### config.mk
export PLATFORM = sky130hd
export DESIGN_NAME = ht_scale_bcd_seq
export DESIGN_NICKNAME = d
export VERILOG_FILES = /design/src/rtl/ht_scale_bcd_seq_pkg.sv /design/src/rtl/ht_scale_bcd_seq_conv.sv /design/src/rtl/ht_scale_bcd_seq.sv
export SDC_FILE = /design/constraint.sdc
export NUM_CORES = 1
export LEC_CHECK = 0
export CORE_UTILIZATION = 30
export CTS_CLUSTER_DIAMETER = 150
export DETAILED_ROUTE_END_ITERATION = 10
export PLACE_DENSITY = 0.44
export SETUP_SLACK_MARGIN = 0.15
export SYNTH_ARGS = -nofsm -noshare
export SYNTH_HDL_FRONTEND = slang
export SYNTH_SLANG_ARGS = --single-unit
### constraint.sdc
create_clock -name clk -period 7.7 [get_ports clk]
set_clock_uncertainty 0.05 [all_clocks]
set_input_delay 1.54 -clock clk [delete_from_list [all_inputs] [get_ports clk]]
set_output_delay 1.54 -clock clk [all_outputs]
set_load 0.02 [all_outputs]
### src/rtl/ht_scale_bcd_seq_pkg.sv
// Shared types and helpers for the sequential scaler / BCD converter.
// State encoding, glyph constant and per-digit add-3 step.
package ht_bcd_pkg;

  typedef enum logic [2:0] {
    ST_IDLE,
    ST_SCALE,
    ST_SIGN,
    ST_CONV,
    ST_STORE
  } state_e;

  localparam logic [3:0] MINUS_GLYPH = 4'hA;

  // Width of one gain/offset/bin lane.
  localparam int LANE_W = 16;
  // Width of one BCD digit.
  localparam int NIB_W  = 4;
  // Bits per channel in the DROP/DP vectors.
  localparam int FLD_W  = 2;

  function automatic logic [3:0] add3(input logic [3:0] d);
    return (d >= 4'd5) ? d + 4'd3 : d;
  endfunction

endpackage

### src/rtl/ht_scale_bcd_seq_conv.sv
// Serial double-dabble engine: one input bit per cycle, MSB first.
// Shared across channels; reloaded for each conversion.
module bcd_serial_conv
  import ht_bcd_pkg::*;
#(
  parameter int BIN_W   = 16,
  parameter int BCD_DIG = 5
) (
  input  logic                     clk,
  input  logic                     rst_n,
  input  logic                     load_i,
  input  logic [BIN_W-1:0]         mag_i,
  output logic [NIB_W*BCD_DIG-1:0] bcd_o,
  output logic                     last_o,
  output logic                     ready_o
);

  localparam int BCD_W = NIB_W * BCD_DIG;
  localparam int CNT_W = $clog2(BIN_W + 1);

  logic [BIN_W-1:0] sh_q, sh_d;
  logic [BCD_W-1:0] bcd_q, bcd_d;
  logic [BCD_W-1:0] adj;
  logic [CNT_W-1:0] cnt_q, cnt_d;

  // Correct every digit that would overflow on the next doubling.
  always_comb begin
    adj = '0;
    for (int i = 0; i < BCD_DIG; i++) begin
      adj[NIB_W*i +: NIB_W] = add3(bcd_q[NIB_W*i +: NIB_W]);
    end
  end

  // Load a fresh magnitude or shift one bit into the digit string.
  always_comb begin
    sh_d  = sh_q;
    bcd_d = bcd_q;
    cnt_d = cnt_q;
    if (load_i) begin
      sh_d  = mag_i;
      bcd_d = '0;
      cnt_d = CNT_W'(BIN_W);
    end else if (cnt_q != '0) begin
      bcd_d = (adj << 1) | BCD_W'(sh_q[BIN_W-1]);
      sh_d  = sh_q << 1;
      cnt_d = cnt_q - CNT_W'(1);
    end
  end

  // Engine state registers.
  always_ff @(posedge clk or negedge rst_n) begin
    if (!rst_n) begin
      sh_q  <= '0;
      bcd_q <= '0;
      cnt_q <= '0;
    end else begin
      sh_q  <= sh_d;
      bcd_q <= bcd_d;
      cnt_q <= cnt_d;
    end
  end

  assign bcd_o   = bcd_q;
  assign last_o  = (cnt_q == CNT_W'(1));
  assign ready_o = (cnt_q == '0);

endmodule

### src/rtl/ht_scale_bcd_seq.sv
// Time-multiplexed sensor scaler and BCD/7-seg formatter.
// One multiplier and one serial converter serve all channels.
module ht_scale_bcd_seq
  import ht_bcd_pkg::*;
#(
  parameter int         NCH      = 2,
  parameter int         CODE_W   = 16,
  parameter int         BIN_W    = 16,
  parameter int         BCD_DIG  = 5,
  parameter int         DISP_DIG = 4,
  parameter logic [7:0] DROP_VEC = 8'h01,
  parameter logic [7:0] DP_VEC   = 8'h05
) (
  input  logic                        clk,
  input  logic                        rst_n,
  input  logic                        start_i,
  input  logic [NCH*CODE_W-1:0]       code_i,
  input  logic [NCH*16-1:0]           gain_i,
  input  logic [NCH*16-1:0]           offset_i,
  output logic                        busy_o,
  output logic                        done_o,
  output logic [NCH*16-1:0]           bin_o,
  output logic [NCH-1:0]              neg_o,
  output logic [NCH-1:0]              ovf_o,
  output logic [NCH*4*DISP_DIG-1:0]   disp_o,
  output logic [NCH*DISP_DIG-1:0]     dat_en_o,
  output logic [NCH*DISP_DIG-1:0]     dot_en_o
);

  localparam int CH_W   = (NCH > 1) ? $clog2(NCH) : 1;
  localparam int BCD_W  = NIB_W * BCD_DIG;
  localparam int DISP_W = NIB_W * DISP_DIG;

  state_e state_q, state_d;

  logic [CH_W-1:0]         ch_q;
  logic [NCH*CODE_W-1:0]   code_q;
  logic [NCH*LANE_W-1:0]   gain_q;
  logic [NCH*LANE_W-1:0]   off_q;
  logic [LANE_W-1:0]       v_q;
  logic [LANE_W-1:0]       mag_q;
  logic                    sneg_q;

  logic [LANE_W-1:0]       sh_bin_q [NCH];
  logic                    sh_neg_q [NCH];
  logic [BCD_W-1:0]        sh_bcd_q [NCH];

  logic [NCH*LANE_W-1:0]   bin_q;
  logic [NCH-1:0]          neg_q;
  logic [NCH-1:0]          ovf_q;
  logic [NCH*DISP_W-1:0]   disp_q;
  logic [NCH*DISP_DIG-1:0] en_q;
  logic                    done_q;

  logic [CODE_W-1:0]       code_sel;
  logic [LANE_W-1:0]       gain_sel;
  logic [LANE_W-1:0]       off_sel;
  logic [2*LANE_W-1:0]     prod;
  logic [LANE_W-1:0]       mag_d;
  logic                    neg_d;

  logic [BCD_W-1:0]        conv_bcd;
  logic                    conv_last;
  logic                    conv_ready;

  logic                    last_ch;
  logic                    accept;
  logic                    scale_en;
  logic                    load;
  logic                    store_en;
  logic                    fin;

  logic [NCH*LANE_W-1:0]   bin_nx;
  logic [NCH-1:0]          neg_nx;
  logic [NCH-1:0]          ovf_nx;
  logic [NCH*DISP_W-1:0]   disp_nx;
  logic [NCH*DISP_DIG-1:0] en_nx;

  assign last_ch  = (ch_q == CH_W'(NCH - 1));
  assign code_sel = code_q[CODE_W*ch_q +: CODE_W];
  assign gain_sel = gain_q[LANE_W*ch_q +: LANE_W];
  assign off_sel  = off_q[LANE_W*ch_q +: LANE_W];
  assign prod     = (2*LANE_W)'(code_sel) * (2*LANE_W)'(gain_sel);

  // Sign-magnitude of the scaled value; equality counts as positive.
  always_comb begin
    if (v_q >= off_sel) begin
      mag_d = v_q - off_sel;
      neg_d = 1'b0;
    end else begin
      mag_d = off_sel - v_q;
      neg_d = 1'b1;
    end
  end

  bcd_serial_conv #(
    .BIN_W   (BIN_W),
    .BCD_DIG (BCD_DIG)
  ) u_conv (
    .clk     (clk),
    .rst_n   (rst_n),
    .load_i  (load),
    .mag_i   (BIN_W'(mag_d)),
    .bcd_o   (conv_bcd),
    .last_o  (conv_last),
    .ready_o (conv_ready)
  );

  // FSM state register.
  always_ff @(posedge clk or negedge rst_n) begin
    if (!rst_n) begin
      state_q <= ST_IDLE;
    end else begin
      state_q <= state_d;
    end
  end

  // FSM next-state: per channel SCALE, SIGN, CONV, STORE.
  always_comb begin
    state_d = state_q;
    unique case (state_q)
      ST_IDLE:  if (start_i) state_d = ST_SCALE;
      ST_SCALE: state_d = ST_SIGN;
      ST_SIGN:  state_d = ST_CONV;
      ST_CONV:  if (conv_last) state_d = ST_STORE;
      ST_STORE: state_d = last_ch ? ST_IDLE : ST_SCALE;
      default:  state_d = ST_IDLE;
    endcase
  end

  // FSM outputs: datapath strobes decoded from state.
  always_comb begin
    accept   = 1'b0;
    scale_en = 1'b0;
    load     = 1'b0;
    store_en = 1'b0;
    unique case (1'b1)
      (state_q == ST_IDLE):  accept   = start_i;
      (state_q == ST_SCALE): scale_en = 1'b1;
      (state_q == ST_SIGN):  load     = 1'b1;
      (state_q == ST_STORE): store_en = conv_ready;
      default: ;
    endcase
  end

  assign fin = store_en & last_ch;

  // Input capture, channel stepping and per-channel shadow results.
  always_ff @(posedge clk or negedge rst_n) begin
    if (!rst_n) begin
      ch_q   <= '0;
      code_q <= '0;
      gain_q <= '0;
      off_q  <= '0;
      v_q    <= '0;
      mag_q  <= '0;
      sneg_q <= 1'b0;
      for (int c = 0; c < NCH; c++) begin
        sh_bin_q[c] <= '0;
        sh_neg_q[c] <= 1'b0;
        sh_bcd_q[c] <= '0;
      end
    end else begin
      if (accept) begin
        ch_q   <= '0;
        code_q <= code_i;
        gain_q <= gain_i;
        off_q  <= offset_i;
      end
      if (scale_en) begin
        v_q <= LANE_W'(prod >> LANE_W);
      end
      if (load) begin
        mag_q  <= mag_d;
        sneg_q <= neg_d;
      end
      if (store_en) begin
        sh_bin_q[ch_q] <= mag_q;
        sh_neg_q[ch_q] <= sneg_q;
        sh_bcd_q[ch_q] <= conv_bcd;
        if (!last_ch) ch_q <= ch_q + CH_W'(1);
      end
    end
  end

  for (genvar c = 0; c < NCH; c++) begin : g_ch
    localparam int DROP = int'(DROP_VEC[FLD_W*c +: FLD_W]);
    localparam int DP   = int'(DP_VEC[FLD_W*c +: FLD_W]);

    logic                cur;
    logic [BCD_W-1:0]    bcd_c;
    logic [DISP_W-1:0]   dig_c;
    logic [DISP_W-1:0]   disp_c;
    logic [DISP_DIG-1:0] en_c;
    logic                neg_c;
    logic                ovf_c;
    logic                nz;

    assign cur   = (ch_q == CH_W'(c));
    assign bcd_c = cur ? conv_bcd : sh_bcd_q[c];
    assign neg_c = cur ? sneg_q : sh_neg_q[c];
    assign dig_c = DISP_W'(bcd_c >> (NIB_W * DROP));

    assign bin_nx[LANE_W*c +: LANE_W] = cur ? mag_q : sh_bin_q[c];

    // Leading-zero blanking above the units digit, then the sign overlay.
    always_comb begin
      nz     = 1'b0;
      disp_c = dig_c;
      en_c   = '0;
      for (int k = DISP_DIG - 1; k >= 0; k--) begin
        nz      = nz | (dig_c[NIB_W*k +: NIB_W] != 4'd0);
        en_c[k] = nz | (k <= DP);
      end
      ovf_c = neg_c & (dig_c[DISP_W-1 -: NIB_W] != 4'd0);
      if (neg_c) begin
        disp_c[DISP_W-1 -: NIB_W] = MINUS_GLYPH;
        en_c[DISP_DIG-1]          = 1'b1;
      end
    end

    assign neg_nx[c]                       = neg_c;
    assign ovf_nx[c]                       = ovf_c;
    assign disp_nx[DISP_W*c +: DISP_W]     = disp_c;
    assign en_nx[DISP_DIG*c +: DISP_DIG]   = en_c;
    assign dot_en_o[DISP_DIG*c +: DISP_DIG] = DISP_DIG'(1) << DP;
  end

  // Public results of all channels update together on the final store.
  always_ff @(posedge clk or negedge rst_n) begin
    if (!rst_n) begin
      bin_q  <= '0;
      neg_q  <= '0;
      ovf_q  <= '0;
      disp_q <= '0;
      en_q   <= '0;
      done_q <= 1'b0;
    end else begin
      done_q <= fin;
      if (fin) begin
        bin_q  <= bin_nx;
        neg_q  <= neg_nx;
        ovf_q  <= ovf_nx;
        disp_q <= disp_nx;
        en_q   <= en_nx;
      end
    end
  end

  assign busy_o   = (state_q != ST_IDLE);
  assign done_o   = done_q;
  assign bin_o    = bin_q;
  assign neg_o    = neg_q;
  assign ovf_o    = ovf_q;
  assign disp_o   = disp_q;
  assign dat_en_o = en_q;

endmodule

==> flow_results.xml, run 1 <==
<?xml version="1.0" encoding="UTF-8"?>
<metrics>
  <group name="run_status">
    <metric name="run_status" unit="">finished, final reports clean</metric>
  </group>
  <group name="critical_path">
    <metric name="worstReg2RegEnd" unit="">v_q[12]</metric>
    <metric name="crit_slowest_cell" unit="">sky130_fd_sc_hd__dfrtp_4</metric>
    <metric name="critical_path_class" unit="">register to register</metric>
    <metric name="regToRegStartpoint" unit="">ch_q</metric>
    <metric name="worst-r2r-setup-slack" unit="ns">0.63</metric>
    <metric name="crit_path_frequent_cell" unit="">sky130_fd_sc_hd__fa_1</metric>
    <metric name="end_kind" unit="">register</metric>
    <metric name="path_max_fanout" unit="">25</metric>
    <metric name="worst_setup_path_start_kind" unit="">register</metric>
    <metric name="path_buf_inv" unit="">4</metric>
    <metric name="cpLargestDelayFamily" unit="">adder cells</metric>
    <metric name="timing.critical_path.slowest_cell_delay" unit="ns">0.64</metric>
    <metric name="r2r_cells" unit="">22</metric>
    <metric name="cp_num_cells" unit="">22</metric>
    <metric name="critPathRequiredTime" unit="ns">8.04</metric>
    <metric name="worst_path_arrival_time" unit="ns">7.41</metric>
    <metric name="worstSetupEndpoint" unit="">v_q[12]</metric>
    <metric name="crit_path_start" unit="">ch_q</metric>
    <metric name="critical_path.cell_chain" unit="">nor2b_1 -&gt; a21o_1 -&gt; buf_4 -&gt; nand2_1 -&gt; fa_1 -&gt; fa_1 -&gt; fa_1 -&gt; fa_1 -&gt; inv_1 -&gt; fa_1 -&gt; inv_1 -&gt; fa_1 -&gt; inv_1 -&gt; ha_1 -&gt; nand2_1 -&gt; o211a_1 -&gt; nor3_1 -&gt; a21oi_1 -&gt; o21ai_0 -&gt; nand4_1 -&gt; mux2i_1 -&gt; o211ai_1</metric>
  </group>
  <group name="timing">
    <metric name="finalSetupViolations" unit="">0</metric>
    <metric name="drv_slew" unit="">0</metric>
    <metric name="max_clock_freq" unit="MHz">141</metric>
    <metric name="worst_slew_pin_slew" unit="ns">1.10</metric>
    <metric name="maxSlewHeadroom" unit="%">26.4</metric>
    <metric name="hold_viol_final" unit="">0</metric>
    <metric name="setup_repair_after_global_routing_missed_its_margin" unit="">false</metric>
    <metric name="timing.final.crit_share" unit="%">91.8</metric>
    <metric name="post-route-min-period" unit="ns">7.07</metric>
    <metric name="fin_setup_tns" unit="ns">0</metric>
  </group>
  <group name="floorplanning">
    <metric name="die-area" unit="µm²">74400</metric>
    <metric name="die_height" unit="µm">273</metric>
    <metric name="die_x" unit="µm">273</metric>
    <metric name="ports_placed_on_the_boundary" unit="">185</metric>
    <metric name="rows" unit="">98</metric>
    <metric name="start_util" unit="%">30.5</metric>
    <metric name="fp.coreArea" unit="µm²">72000</metric>
  </group>
  <group name="synth">
    <metric name="synth.top_cells.by_area" unit="">sky130_fd_sc_hd__dfrtp_1 (32%), sky130_fd_sc_hd__fa_1 (18%), sky130_fd_sc_hd__ha_1 (8.3%)</metric>
    <metric name="post_synthesis_instance_total" unit="">2302</metric>
    <metric name="synth.largest_area_cell" unit="">sky130_fd_sc_hd__dfrtp_1</metric>
    <metric name="yosysUniqueCellTypes" unit="">83</metric>
    <metric name="synth.yosys.seq_area_share" unit="%">32.4</metric>
    <metric name="postSynth.asyncResetShare" unit="%">100</metric>
    <metric name="synthesis_warning_total" unit="">0</metric>
    <metric name="avg_cell_area_syn" unit="µm²">9.55</metric>
    <metric name="number_of_enable_type_register_cells_in_the_synthesized_netlist" unit="">0</metric>
    <metric name="postSynthRegisterBits" unit="">285</metric>
    <metric name="post_synth_instance_area" unit="µm²">22000</metric>
    <metric name="dominantRegCellSynth" unit="">sky130_fd_sc_hd__dfrtp_1</metric>
    <metric name="post-synth-top-area-fraction" unit="%">32.4</metric>
  </group>
  <group name="detailed_routing">
    <metric name="drt-pass1-iter-count" unit="">5</metric>
    <metric name="vias" unit="">16500</metric>
    <metric name="postRouteWirelength" unit="µm">64700</metric>
    <metric name="detail_route.vias_per_cell" unit="">4.79</metric>
    <metric name="remaining_routing_drc_violations" unit="">0</metric>
    <metric name="wl_per_cell" unit="µm">18.8</metric>
    <metric name="drt-initial-drc-count" unit="">856</metric>
    <metric name="residual_antenna_violating_net_count_after_detailed_routing" unit="">0</metric>
  </group>
  <group name="cells_and_area">
    <metric name="ff_latch_area" unit="µm²">7140</metric>
    <metric name="post_route_cells_drive_above_1_share" unit="%">11.9</metric>
    <metric name="multi_input_area" unit="µm²">13300</metric>
    <metric name="final_net_count" unit="">2904</metric>
    <metric name="fillerInstances" unit="">7366</metric>
    <metric name="layout-area-overhead-vs-synth" unit="%">18.6</metric>
  </group>
  <group name="clock_network">
    <metric name="cts_buffer_depth" unit="">3</metric>
    <metric name="ctsHoldBuffers" unit="">0</metric>
    <metric name="cts_buffers" unit="">37</metric>
    <metric name="cts_tree" unit="">done</metric>
    <metric name="insertion_delay" unit="ns">0.55</metric>
    <metric name="cts_htree_levels" unit="">2</metric>
    <metric name="clkSlewWorstSetupHoldPaths" unit="ns">0.06</metric>
    <metric name="cts_num_sinks" unit="">285</metric>
    <metric name="root_buffer" unit="">sky130_fd_sc_hd__clkbuf_16</metric>
  </group>
  <group name="grt">
    <metric name="antenna_found_initial" unit="">2</metric>
    <metric name="globalRouteTotalUtil" unit="%">17.7</metric>
    <metric name="grt_max_degree" unit="">128</metric>
    <metric name="grt_overflow_total" unit="">0</metric>
    <metric name="number_of_global_route_vias_before_repair" unit="">17400</metric>
    <metric name="first_pass_grt_wire_length" unit="µm">103000</metric>
  </group>
  <group name="placement">
    <metric name="io_buffers" unit="">176</metric>
    <metric name="dpl_wire_length" unit="µm">50100</metric>
    <metric name="globalplace.congestion" unit="">0.897</metric>
  </group>
  <group name="min_path">
    <metric name="min_path_type" unit="">register to register</metric>
    <metric name="worst_hold_path.num_cells" unit="">2</metric>
  </group>
  <group name="job">
    <metric name="cap_viol_max_count" unit="">0</metric>
  </group>
</metrics>
==> worst min-delay path by stage <==
stage / start / end / slack [ns]
5_1_grt: sh_bin_q[29] / bin_o[13] / 0.43
3_5_place_dp: sh_bin_q[31] / bin_o[15] / 0.40
4_1_cts: sh_bin_q[31] / bin_o[15] / 0.41
6_report: sh_bin_q[31] / bin_o[15] / 0.41
3_3_place_gp: sh_bin_q[17] / bin_o[1] / 0.40
2_1_floorplan: sh_bin_q[16] / bin_o[0] / 0.38
==> metal layers <==
metal	up-vias	wire, µm	GRT usage (%)
met2	355	31200	29.3
met4	2	1130	4.20
li1	7767	-	-
met1	8298	29600	24.5
met5	-	11	0
met3	70	2750	2.12
==> layout by cell type (no fill, tap or decap), types with 8 or more instances in the layout <==
cell type | Yosys | routed
sky130_fd_sc_hd__clkbuf_16 | 0 | 37
sky130_fd_sc_hd__o21ai_0 | 75 | 75
sky130_fd_sc_hd__nor3_1 | 23 | 23
sky130_fd_sc_hd__fa_1 | 195 | 195
sky130_fd_sc_hd__clkbuf_8 | 5 | 9
sky130_fd_sc_hd__nor2_1 | 198 | 197
sky130_fd_sc_hd__mux2i_1 | 58 | 57
sky130_fd_sc_hd__nand3_1 | 23 | 23
sky130_fd_sc_hd__a211oi_1 | 14 | 14
sky130_fd_sc_hd__inv_1 | 276 | 275
sky130_fd_sc_hd__and3_1 | 13 | 13
sky130_fd_sc_hd__buf_4 | 11 | 43
sky130_fd_sc_hd__xnor2_1 | 20 | 20
sky130_fd_sc_hd__mux2_2 | 151 | 151
sky130_fd_sc_hd__o211ai_1 | 9 | 9
sky130_fd_sc_hd__a21o_1 | 17 | 17
sky130_fd_sc_hd__a21oi_1 | 101 | 101
sky130_fd_sc_hd__conb_1 | 2 | 8
sky130_fd_sc_hd__nand2_1 | 447 | 446
sky130_fd_sc_hd__dfrtp_1 | 285 | 284
sky130_fd_sc_hd__xor2_1 | 11 | 11
sky130_fd_sc_hd__ha_1 | 145 | 145
sky130_fd_sc_hd__nand2b_1 | 12 | 12
sky130_fd_sc_hd__clkdlybuf4s50_1 | 0 | 175
==> layout make-up <==
| class | count | share of cell area [%] |
|---|---|---|
| Clock buffer | 50 | 4.08 |
| Antenna cell | 1 | 0.00960 |
| Tap cell | 950 | 4.56 |
| Multi-Input combinational cell | 1643 | 51.1 |
| Inverter | 277 | 3.99 |
| Sequential cell | 285 | 27.4 |
| Timing Repair Buffer | 221 | 8.17 |
| Clock inverter | 17 | 0.715 |
==> registers in the layout, indices dropped and copies added, names as in the netlist <==
name          cells
off_q            32
gain_q           32
state_q           3
sh_bin_q         16
u_conv.sh_q      16
done_o            1
code_q           32
mag_q            16
ovf_o             2
sneg_q            1
dat_en_o          5
u_conv.bcd_o     20
sh_neg_q          1
sh_bcd_q         20
u_conv.cnt_q      5
bin_o            32
v_q              16
ch_q              1
disp_o           32
neg_o             2
==> synth_stat cells, drive strengths merged (10+ instances only) <==
cell type and number:
nand2 449, dfrtp 285, inv 276, nor2 199, fa 195, mux2 151
ha 145, a21oi 102, o21ai 77, clkbuf 74, mux2i 58, buf 27
nand3 24, nor3 23, xnor2 20, a21o 19, a211oi 15, and3 15
nand2b 12, xor2 11, o211ai 10
==> worst register-to-register path: stages, from the launching register on <==
cell and delay [ns]:
sky130_fd_sc_hd__dfrtp_4 0.64, sky130_fd_sc_hd__nor2b_1 0.26, sky130_fd_sc_hd__a21o_1 0.29, sky130_fd_sc_hd__buf_4 0.21
sky130_fd_sc_hd__nand2_1 0.08, sky130_fd_sc_hd__fa_1 0.53, sky130_fd_sc_hd__fa_1 0.60, sky130_fd_sc_hd__fa_1 0.46
sky130_fd_sc_hd__fa_1 0.55, sky130_fd_sc_hd__inv_1 0.05, sky130_fd_sc_hd__fa_1 0.48, sky130_fd_sc_hd__inv_1 0.05
sky130_fd_sc_hd__fa_1 0.51, sky130_fd_sc_hd__inv_1 0.06, sky130_fd_sc_hd__ha_1 0.31, sky130_fd_sc_hd__nand2_1 0.08
sky130_fd_sc_hd__o211a_1 0.24, sky130_fd_sc_hd__nor3_1 0.32, sky130_fd_sc_hd__a21oi_1 0.13, sky130_fd_sc_hd__o21ai_0 0.53
sky130_fd_sc_hd__nand4_1 0.19, sky130_fd_sc_hd__mux2i_1 0.17, sky130_fd_sc_hd__o211ai_1 0.10
==> cells by family (layout without fill, tap and decap cells) <==
group / after synthesis / in the layout / synth area share (%)
AO/OA/AOI/OAI: 282 / 282 / 8.10
buffers and inverters: 380 / 565 / 7.13
flip-flops: 285 / 285 / 32.4
other: 2 / 9 / 0.0342
adder cells (fa/ha/maj): 340 / 340 / 26.0
AND/OR/NAND/NOR: 773 / 773 / 14.7
XOR/XNOR: 31 / 31 / 1.23
multiplexers: 209 / 209 / 10.4
==> metrics by stage <==
step	hold WS [ns]	cells	setup slack (ns)	utilization [%]	area, µm²
2_1_floorplan	0.383	2308	0.766	-	22000
3_5_place_dp	0.397	3375	0.387	34.4	24800
5_1_grt	0.435	3443	0.264	36.2	26100
4_1_cts	0.409	3442	0.377	36.2	26000
3_3_place_gp	0.396	3375	0.474	34.4	24800
6_report	0.411	3444	0.629	36.2	26100
==> timing repair <==
action,4_1_cts,5_1_grt
gates resized for setup,0,1
hold endpoints to repair,0,0
buffers inserted,0,1
endpoints found under the setup margin,0,6
Power of run 1 is left out: the tool's default activity adds up to more than one toggle a clock period on the data nets, which glitch-free logic cannot reach.
==> inputs of run 2 (changes only) <==
- CTS_CLUSTER_SIZE: not set -> 30
- clock period: 7.7 -> 8.3 ns (I/O delays scaled with it)
==> run 2 against run 1 <==
Against the previous run: final area is 3.5% lower; via count is 1.2% lower; highest routed layer unchanged; die area stayed put; sequential cell count stayed put; fmax is 3.9% lower; utilization is 1.3 points lower; critical path depth is 1 lower; first-iteration DRC count is 14% higher; hold slack better by 0.015 ns; worst setup slack better by 0.31 ns; cell count is 1.7% lower; routed wire length is 0.65% lower.
==> flow_results.xml, run 2 (same netlist as run 1, synthesis figures left out) <==
<?xml version="1.0" encoding="UTF-8"?>
<metrics>
  <group name="detailed_routing">
    <metric name="drt-pass1-iter-count" unit="">5</metric>
    <metric name="residual_antenna_violating_net_count_after_detailed_routing" unit="">0</metric>
    <metric name="drt-initial-drc-count" unit="">978</metric>
    <metric name="vias" unit="">16300</metric>
    <metric name="wl_per_cell" unit="µm">19.0</metric>
    <metric name="remaining_routing_drc_violations" unit="">0</metric>
    <metric name="detail_route.vias_per_cell" unit="">4.81</metric>
    <metric name="postRouteWirelength" unit="µm">64300</metric>
  </group>
  <group name="clock_network">
    <metric name="cts_repair_resize_count" unit="">0</metric>
    <metric name="cts_buffers" unit="">14</metric>
    <metric name="ctsHoldBuffers" unit="">0</metric>
    <metric name="cts_num_sinks" unit="">285</metric>
    <metric name="cts_htree_levels" unit="">1</metric>
    <metric name="cts_setup_buffers" unit="">0</metric>
    <metric name="insertion_delay" unit="ns">0.53</metric>
    <metric name="root_buffer" unit="">sky130_fd_sc_hd__clkbuf_16</metric>
    <metric name="cts_buffer_depth" unit="">3</metric>
    <metric name="cts_tree" unit="">done</metric>
    <metric name="clkSlewWorstSetupHoldPaths" unit="ns">0.13</metric>
  </group>
  <group name="timing">
    <metric name="max_clock_freq" unit="MHz">136</metric>
    <metric name="post-route-min-period" unit="ns">7.36</metric>
    <metric name="drv_slew" unit="">0</metric>
    <metric name="timing.final.crit_share" unit="%">88.7</metric>
    <metric name="worst_slew_pin_slew" unit="ns">1.06</metric>
    <metric name="maxSlewHeadroom" unit="%">29.3</metric>
    <metric name="hold_viol_final" unit="">0</metric>
    <metric name="finalSetupViolations" unit="">0</metric>
    <metric name="fin_setup_tns" unit="ns">0</metric>
    <metric name="setup_repair_after_global_routing_missed_its_margin" unit="">false</metric>
  </group>
  <group name="critical_path">
    <metric name="end_kind" unit="">register</metric>
    <metric name="critical_path_class" unit="">register to register</metric>
    <metric name="path_max_fanout" unit="">55</metric>
    <metric name="worst_path_arrival_time" unit="ns">7.77</metric>
    <metric name="worst_setup_path_start_kind" unit="">register</metric>
    <metric name="critPathRequiredTime" unit="ns">8.71</metric>
  </group>
  <group name="floorplanning">
    <metric name="die_height" unit="µm">273</metric>
    <metric name="die_x" unit="µm">273</metric>
    <metric name="fp.coreArea" unit="µm²">72000</metric>
    <metric name="ports_placed_on_the_boundary" unit="">185</metric>
    <metric name="start_util" unit="%">30.5</metric>
    <metric name="rows" unit="">98</metric>
    <metric name="die-area" unit="µm²">74400</metric>
  </group>
  <group name="cells_and_area">
    <metric name="post_route_cells_drive_above_1_share" unit="%">9.82</metric>
    <metric name="antenna_cells_inserted" unit="">0</metric>
    <metric name="layout.cells.most_common_list" unit="">sky130_fd_sc_hd__nand2_1 (446), sky130_fd_sc_hd__dfrtp_1 (284), sky130_fd_sc_hd__inv_1 (275), sky130_fd_sc_hd__nor2_1 (197), sky130_fd_sc_hd__fa_1 (195)</metric>
    <metric name="mostFrequentLayoutCell" unit="">sky130_fd_sc_hd__nand2_1</metric>
    <metric name="fillerInstances" unit="">7358</metric>
    <metric name="layout-area-overhead-vs-synth" unit="%">14.5</metric>
    <metric name="final_net_count" unit="">2871</metric>
    <metric name="finish.utilization" unit="%">35.0</metric>
  </group>
  <group name="placement">
    <metric name="globalplace.congestion" unit="">0.891</metric>
    <metric name="dpl_wire_length" unit="µm">50400</metric>
    <metric name="io_buffers" unit="">176</metric>
  </group>
  <group name="grt">
    <metric name="global_route.usage.met2" unit="%">28.8</metric>
    <metric name="number_of_global_route_vias_before_repair" unit="">16800</metric>
    <metric name="first_pass_grt_wire_length" unit="µm">100000</metric>
    <metric name="groute.layer.met1.usage" unit="%">23.9</metric>
    <metric name="globalRouteMet3Util" unit="%">2.37</metric>
    <metric name="antenna_found_initial" unit="">2</metric>
    <metric name="grt_overflow_total" unit="">0</metric>
    <metric name="grt_max_degree" unit="">136</metric>
    <metric name="globalRouteTotalUtil" unit="%">17.3</metric>
    <metric name="grt-busiest-layer" unit="">met2</metric>
  </group>
  <group name="job">
    <metric name="cap_viol_max_count" unit="">0</metric>
  </group>
  <group name="run_status">
    <metric name="run_status" unit="">finished, final reports clean</metric>
  </group>
  <group name="min_path">
    <metric name="min_path_type" unit="">register to register</metric>
  </group>
</metrics>
-- run 2: final cells by class --
| cell class | count | area, µm² | share of cell area, % |
|---|---|---|---|
| clock buffer | 16 | 379 | 1.51 |
| clock inverter | 2 | 60.1 | 0.239 |
| inverter | 277 | 1040 | 4.13 |
| multi-input combinational | 1643 | 13300 | 52.9 |
| sequential | 285 | 7140 | 28.4 |
| tap | 950 | 1190 | 4.72 |
| timing repair buffer | 211 | 2040 | 8.11 |
-- run 2: final timing paths --
| path | slack [ns] | endpoint | cells after the start | from |
|---|---|---|---|---|
| setup / recovery | 0.94 | v_q[7] | 21 | ch_q |
| hold / removal | 0.43 | bin_o[15] | 2 | sh_bin_q[31] |
| setup reg to reg | 0.94 | v_q[7] | 21 | ch_q |
| hold reg to reg | 0.43 | bin_o[15] | 2 | sh_bin_q[31] |
| max in group asynchronous | 5.67 | v_q[3] | 2 | rst_n |
| min in group asynchronous | 1.08 | u_conv.sh_q[15] | 1 | rst_n |
-- run 2: worst max-delay path, stage by stage (launching register included) --
cell	delay [ns]
sky130_fd_sc_hd__dfrtp_4	0.94
sky130_fd_sc_hd__mux2i_1	0.80
sky130_fd_sc_hd__nor2_1	0.14
sky130_fd_sc_hd__fa_1	0.52
sky130_fd_sc_hd__inv_1	0.05
sky130_fd_sc_hd__fa_1	0.45
sky130_fd_sc_hd__fa_1	0.50
sky130_fd_sc_hd__fa_1	0.55
sky130_fd_sc_hd__inv_1	0.05
sky130_fd_sc_hd__fa_1	0.47
sky130_fd_sc_hd__inv_1	0.05
sky130_fd_sc_hd__fa_1	0.52
sky130_fd_sc_hd__inv_1	0.06
sky130_fd_sc_hd__ha_1	0.31
sky130_fd_sc_hd__nand2_1	0.08
sky130_fd_sc_hd__o211a_1	0.24
sky130_fd_sc_hd__nor3_1	0.31
sky130_fd_sc_hd__a31oi_1	0.19
sky130_fd_sc_hd__o21ai_0	0.49
sky130_fd_sc_hd__a31oi_1	0.17
sky130_fd_sc_hd__xor2_1	0.16
sky130_fd_sc_hd__o21ai_0	0.14
-- run 2: per-layer routing --
layer	vias up	part of all wire, %
li1	7668	-
met1	8231	45
met2	324	48
met3	64	4.5
met4	4	1.9
met5	-	0.034
-- run 2: metrics by stage --
step,worst slack (ns),instance area (µm²),std cells,hold slack [ns]
final,0.940,25200,3384,0.426
after floorplan,1.37,22000,2308,0.383
after CTS,0.906,25200,3384,0.430
after global routing,0.351,25200,3384,0.460
after global placement,0.998,24700,3366,0.394
after detailed placement,0.934,24700,3366,0.402
Power of run 2 is left out for the same reason.
==> inputs of run 3 (changes only) <==
- ABC_AREA: not set -> 1
- REMOVE_ABC_BUFFERS: not set -> 1
- SYNTH_HIERARCHICAL: not set -> 1
==> run 3 against run 2 <==
Against the previous run: clock-buffer cell count increased by 1; non-clock buffer count decreased by 8; synthesized cell count increased by 27%; final area increased by 3.4%; global-route usage increased by 0.93 points; sequential share of layout area decreased by 0.46 points; die area increased by 4.2%; critical path type unchanged.
==> flow_results.xml, run 3 <==
<?xml version="1.0" encoding="UTF-8"?>
<metrics>
  <group name="grt">
    <metric name="first_pass_grt_wire_length" unit="µm">111000</metric>
    <metric name="number_of_global_route_vias_before_repair" unit="">19500</metric>
    <metric name="globalRouteTotalUtil" unit="%">18.3</metric>
    <metric name="grt_max_degree" unit="">101</metric>
    <metric name="grt_overflow_total" unit="">0</metric>
    <metric name="antenna_found_initial" unit="">1</metric>
  </group>
  <group name="job">
    <metric name="cap_viol_max_count" unit="">0</metric>
  </group>
  <group name="synth">
    <metric name="avg_cell_area_syn" unit="µm²">7.83</metric>
    <metric name="post-synth-top-area-fraction" unit="%">31.7</metric>
    <metric name="synth.largest_area_cell" unit="">sky130_fd_sc_hd__dfrtp_1</metric>
    <metric name="fraction_of_synthesized_cell_area_in_xor_and_xnor_cells" unit="%">0.879</metric>
    <metric name="synth_compound_gate_area_share" unit="%">7.31</metric>
    <metric name="yosysUniqueCellTypes" unit="">50</metric>
    <metric name="post_synthesis_instance_total" unit="">2928</metric>
    <metric name="synthesis_warning_total" unit="">6</metric>
    <metric name="number_of_enable_type_register_cells_in_the_synthesized_netlist" unit="">0</metric>
    <metric name="post_synth_instance_area" unit="µm²">22900</metric>
    <metric name="yosysMostFrequentCell" unit="">sky130_fd_sc_hd__nand2_1</metric>
    <metric name="synth_simple_gate_area_share" unit="%">25.2</metric>
    <metric name="mux_contribution_to_synthesized_area" unit="%">0.0437</metric>
    <metric name="synth_top_cells_by_count" unit="">sky130_fd_sc_hd__nand2_1 (967), sky130_fd_sc_hd__inv_1 (434), sky130_fd_sc_hd__dfrtp_1 (290)</metric>
    <metric name="main_combinational_cell_family_by_area_after_synthesis" unit="">simple AND/OR/NAND/NOR gates</metric>
    <metric name="synth_adder_area_share" unit="%">24.9</metric>
    <metric name="synth.top_cells.by_area" unit="">sky130_fd_sc_hd__dfrtp_1 (32%), sky130_fd_sc_hd__fa_1 (17%), sky130_fd_sc_hd__nand2_1 (16%)</metric>
    <metric name="dominantRegCellSynth" unit="">sky130_fd_sc_hd__dfrtp_1</metric>
    <metric name="postSynthRegisterBits" unit="">290</metric>
    <metric name="postSynth.asyncResetShare" unit="%">100</metric>
    <metric name="synth.yosys.seq_area_share" unit="%">31.7</metric>
  </group>
  <group name="clock_network">
    <metric name="clkSlewWorstSetupHoldPaths" unit="ns">0.12</metric>
    <metric name="cts_htree_levels" unit="">1</metric>
    <metric name="cts_buffer_depth" unit="">3</metric>
    <metric name="cts_setup_buffers" unit="">0</metric>
    <metric name="insertion_delay" unit="ns">0.55</metric>
    <metric name="cts_tree" unit="">done</metric>
    <metric name="ctsHoldBuffers" unit="">0</metric>
    <metric name="cts_num_sinks" unit="">290</metric>
    <metric name="cts_buffers" unit="">14</metric>
    <metric name="root_buffer" unit="">sky130_fd_sc_hd__clkbuf_16</metric>
    <metric name="cts_repair_resize_count" unit="">0</metric>
  </group>
  <group name="critical_path">
    <metric name="critical_path_class" unit="">register to register</metric>
    <metric name="critPathRequiredTime" unit="ns">8.69</metric>
    <metric name="worst_setup_path_start_kind" unit="">register</metric>
    <metric name="worst_path_arrival_time" unit="ns">7.63</metric>
    <metric name="r2r_cells" unit="">22</metric>
    <metric name="regToRegStartpoint" unit="">ch_q</metric>
    <metric name="worst-r2r-setup-slack" unit="ns">1.05</metric>
    <metric name="end_kind" unit="">register</metric>
    <metric name="worstReg2RegEnd" unit="">v_q[6]</metric>
    <metric name="path_max_fanout" unit="">21</metric>
  </group>
  <group name="placement">
    <metric name="dpl_wire_length" unit="µm">55900</metric>
    <metric name="io_buffers" unit="">176</metric>
    <metric name="globalplace.congestion" unit="">0.915</metric>
    <metric name="placement.setup.worst_slack" unit="ns">0.968</metric>
  </group>
  <group name="floorplanning">
    <metric name="ports_placed_on_the_boundary" unit="">185</metric>
    <metric name="rows" unit="">101</metric>
    <metric name="die_x" unit="µm">278</metric>
    <metric name="die-area" unit="µm²">77500</metric>
    <metric name="fp.coreArea" unit="µm²">75800</metric>
    <metric name="start_util" unit="%">30.2</metric>
    <metric name="die_height" unit="µm">278</metric>
  </group>
  <group name="min_path">
    <metric name="worstHoldEndpoint" unit="">code_q[19]</metric>
    <metric name="worst_hold_startpoint" unit="">code_q[19]</metric>
    <metric name="worst_hold_path.num_cells" unit="">2</metric>
    <metric name="min_path_type" unit="">register to register</metric>
  </group>
  <group name="detailed_routing">
    <metric name="vias" unit="">18800</metric>
    <metric name="remaining_routing_drc_violations" unit="">0</metric>
    <metric name="drt-pass1-iter-count" unit="">6</metric>
    <metric name="wl_per_cell" unit="µm">17.3</metric>
    <metric name="postRouteWirelength" unit="µm">69500</metric>
    <metric name="drt-initial-drc-count" unit="">1135</metric>
    <metric name="detail_route.vias_per_cell" unit="">4.67</metric>
    <metric name="residual_antenna_violating_net_count_after_detailed_routing" unit="">0</metric>
  </group>
  <group name="timing">
    <metric name="max_clock_freq" unit="MHz">138</metric>
    <metric name="worst_slew_pin_slew" unit="ns">1.21</metric>
    <metric name="maxSlewHeadroom" unit="%">18.6</metric>
    <metric name="timing.final.crit_share" unit="%">87.3</metric>
    <metric name="fin_setup_tns" unit="ns">0</metric>
    <metric name="drv_slew" unit="">0</metric>
    <metric name="hold_viol_final" unit="">0</metric>
    <metric name="layout_setup_ws" unit="ns">1.05</metric>
    <metric name="setup_repair_after_global_routing_missed_its_margin" unit="">false</metric>
    <metric name="post-route-min-period" unit="ns">7.25</metric>
    <metric name="finalSetupViolations" unit="">0</metric>
  </group>
  <group name="cells_and_area">
    <metric name="fillerInstances" unit="">8119</metric>
    <metric name="layout.cells.most_common_list" unit="">sky130_fd_sc_hd__nand2_1 (966), sky130_fd_sc_hd__inv_1 (434), sky130_fd_sc_hd__dfrtp_1 (289), sky130_fd_sc_hd__nor2_1 (232), sky130_fd_sc_hd__fa_1 (195)</metric>
    <metric name="post_route_cells_drive_above_1_share" unit="%">5.73</metric>
    <metric name="antenna_cells_inserted" unit="">0</metric>
    <metric name="ff_latch_area" unit="µm²">7260</metric>
    <metric name="multi_input_area" unit="µm²">13400</metric>
    <metric name="layout-area-overhead-vs-synth" unit="%">13.5</metric>
    <metric name="final_net_count" unit="">3486</metric>
    <metric name="mostFrequentLayoutCell" unit="">sky130_fd_sc_hd__nand2_1</metric>
  </group>
  <group name="run_status">
    <metric name="run_status" unit="">finished, final reports clean</metric>
  </group>
</metrics>
## run 3: worst max path at each step
stage	start	end	slack, ns	cells after the start
after floorplan	ch_q	v_q[6]	0.72	26
after global placement	ch_q	v_q[14]	1.02	21
after detailed placement	ch_q	v_q[6]	0.97	22
after CTS	ch_q	v_q[6]	0.92	22
after global routing	ch_q	v_q[14]	0.55	21
final	ch_q	v_q[6]	1.05	22
## run 3: cells by family (layout without fill, tap and decap cells)
kind of cell | after synthesis | in the layout
xor gates and xnor gates | 23 | 23
muxes | 1 | 1
and+or+nand+nor | 1410 | 1410
adders and majority gates | 339 | 339
buffers and inverters | 563 | 681
other | 2 | 8
DFF | 290 | 290
AOI/OAI and AO/OA | 300 | 300
## run 3: metrics by stage
step / hold slack [ns] / instances / cell area (µm²) / utilization (%)
after floorplan: 0.384 / 2829 / 22400 / -
final: 0.426 / 4030 / 26000 / 34.3
after CTS: 0.427 / 4030 / 26000 / 34.3
after detailed placement: 0.401 / 4010 / 25600 / 33.8
after global placement: 0.398 / 4010 / 25600 / 33.8
after global routing: 0.444 / 4030 / 26000 / 34.3
## run 3: cell type report
class	count	area share, %
inverters	458	6.65
well taps	978	4.70
multi-input cells	2081	51.5
clock buffers	17	1.47
repair buffers	203	7.57
flip-flops and latches	290	27.9
clock inverters	3	0.187
## run 3: metal layers
layer	global-route usage, %	share of wire, %
met1	24.5	46
met2	30.4	46
met3	2.59	4.9
met4	5.62	3.3
met5	0	0
## run 3: worst max-delay path: stages (launching register included)
cell                      delay [ns]
sky130_fd_sc_hd__dfrtp_4        0.61
sky130_fd_sc_hd__o21ai_0        0.92
sky130_fd_sc_hd__inv_1          0.59
sky130_fd_sc_hd__nand2_1        0.23
sky130_fd_sc_hd__fa_1           0.47
sky130_fd_sc_hd__fa_1           0.52
sky130_fd_sc_hd__inv_1          0.07
sky130_fd_sc_hd__fa_1           0.55
sky130_fd_sc_hd__fa_1           0.43
sky130_fd_sc_hd__fa_1           0.49
sky130_fd_sc_hd__inv_1          0.05
sky130_fd_sc_hd__fa_1           0.47
sky130_fd_sc_hd__inv_1          0.04
sky130_fd_sc_hd__ha_1           0.35
sky130_fd_sc_hd__inv_1          0.13
sky130_fd_sc_hd__o21ai_0        0.14
sky130_fd_sc_hd__a21oi_1        0.25
sky130_fd_sc_hd__o21ai_0        0.22
sky130_fd_sc_hd__nor2_1         0.14
sky130_fd_sc_hd__nand2_1        0.07
sky130_fd_sc_hd__or2_1          0.21
sky130_fd_sc_hd__nand3_1        0.06
sky130_fd_sc_hd__o21ai_1        0.06
Power of run 3 is left out for the same reason.
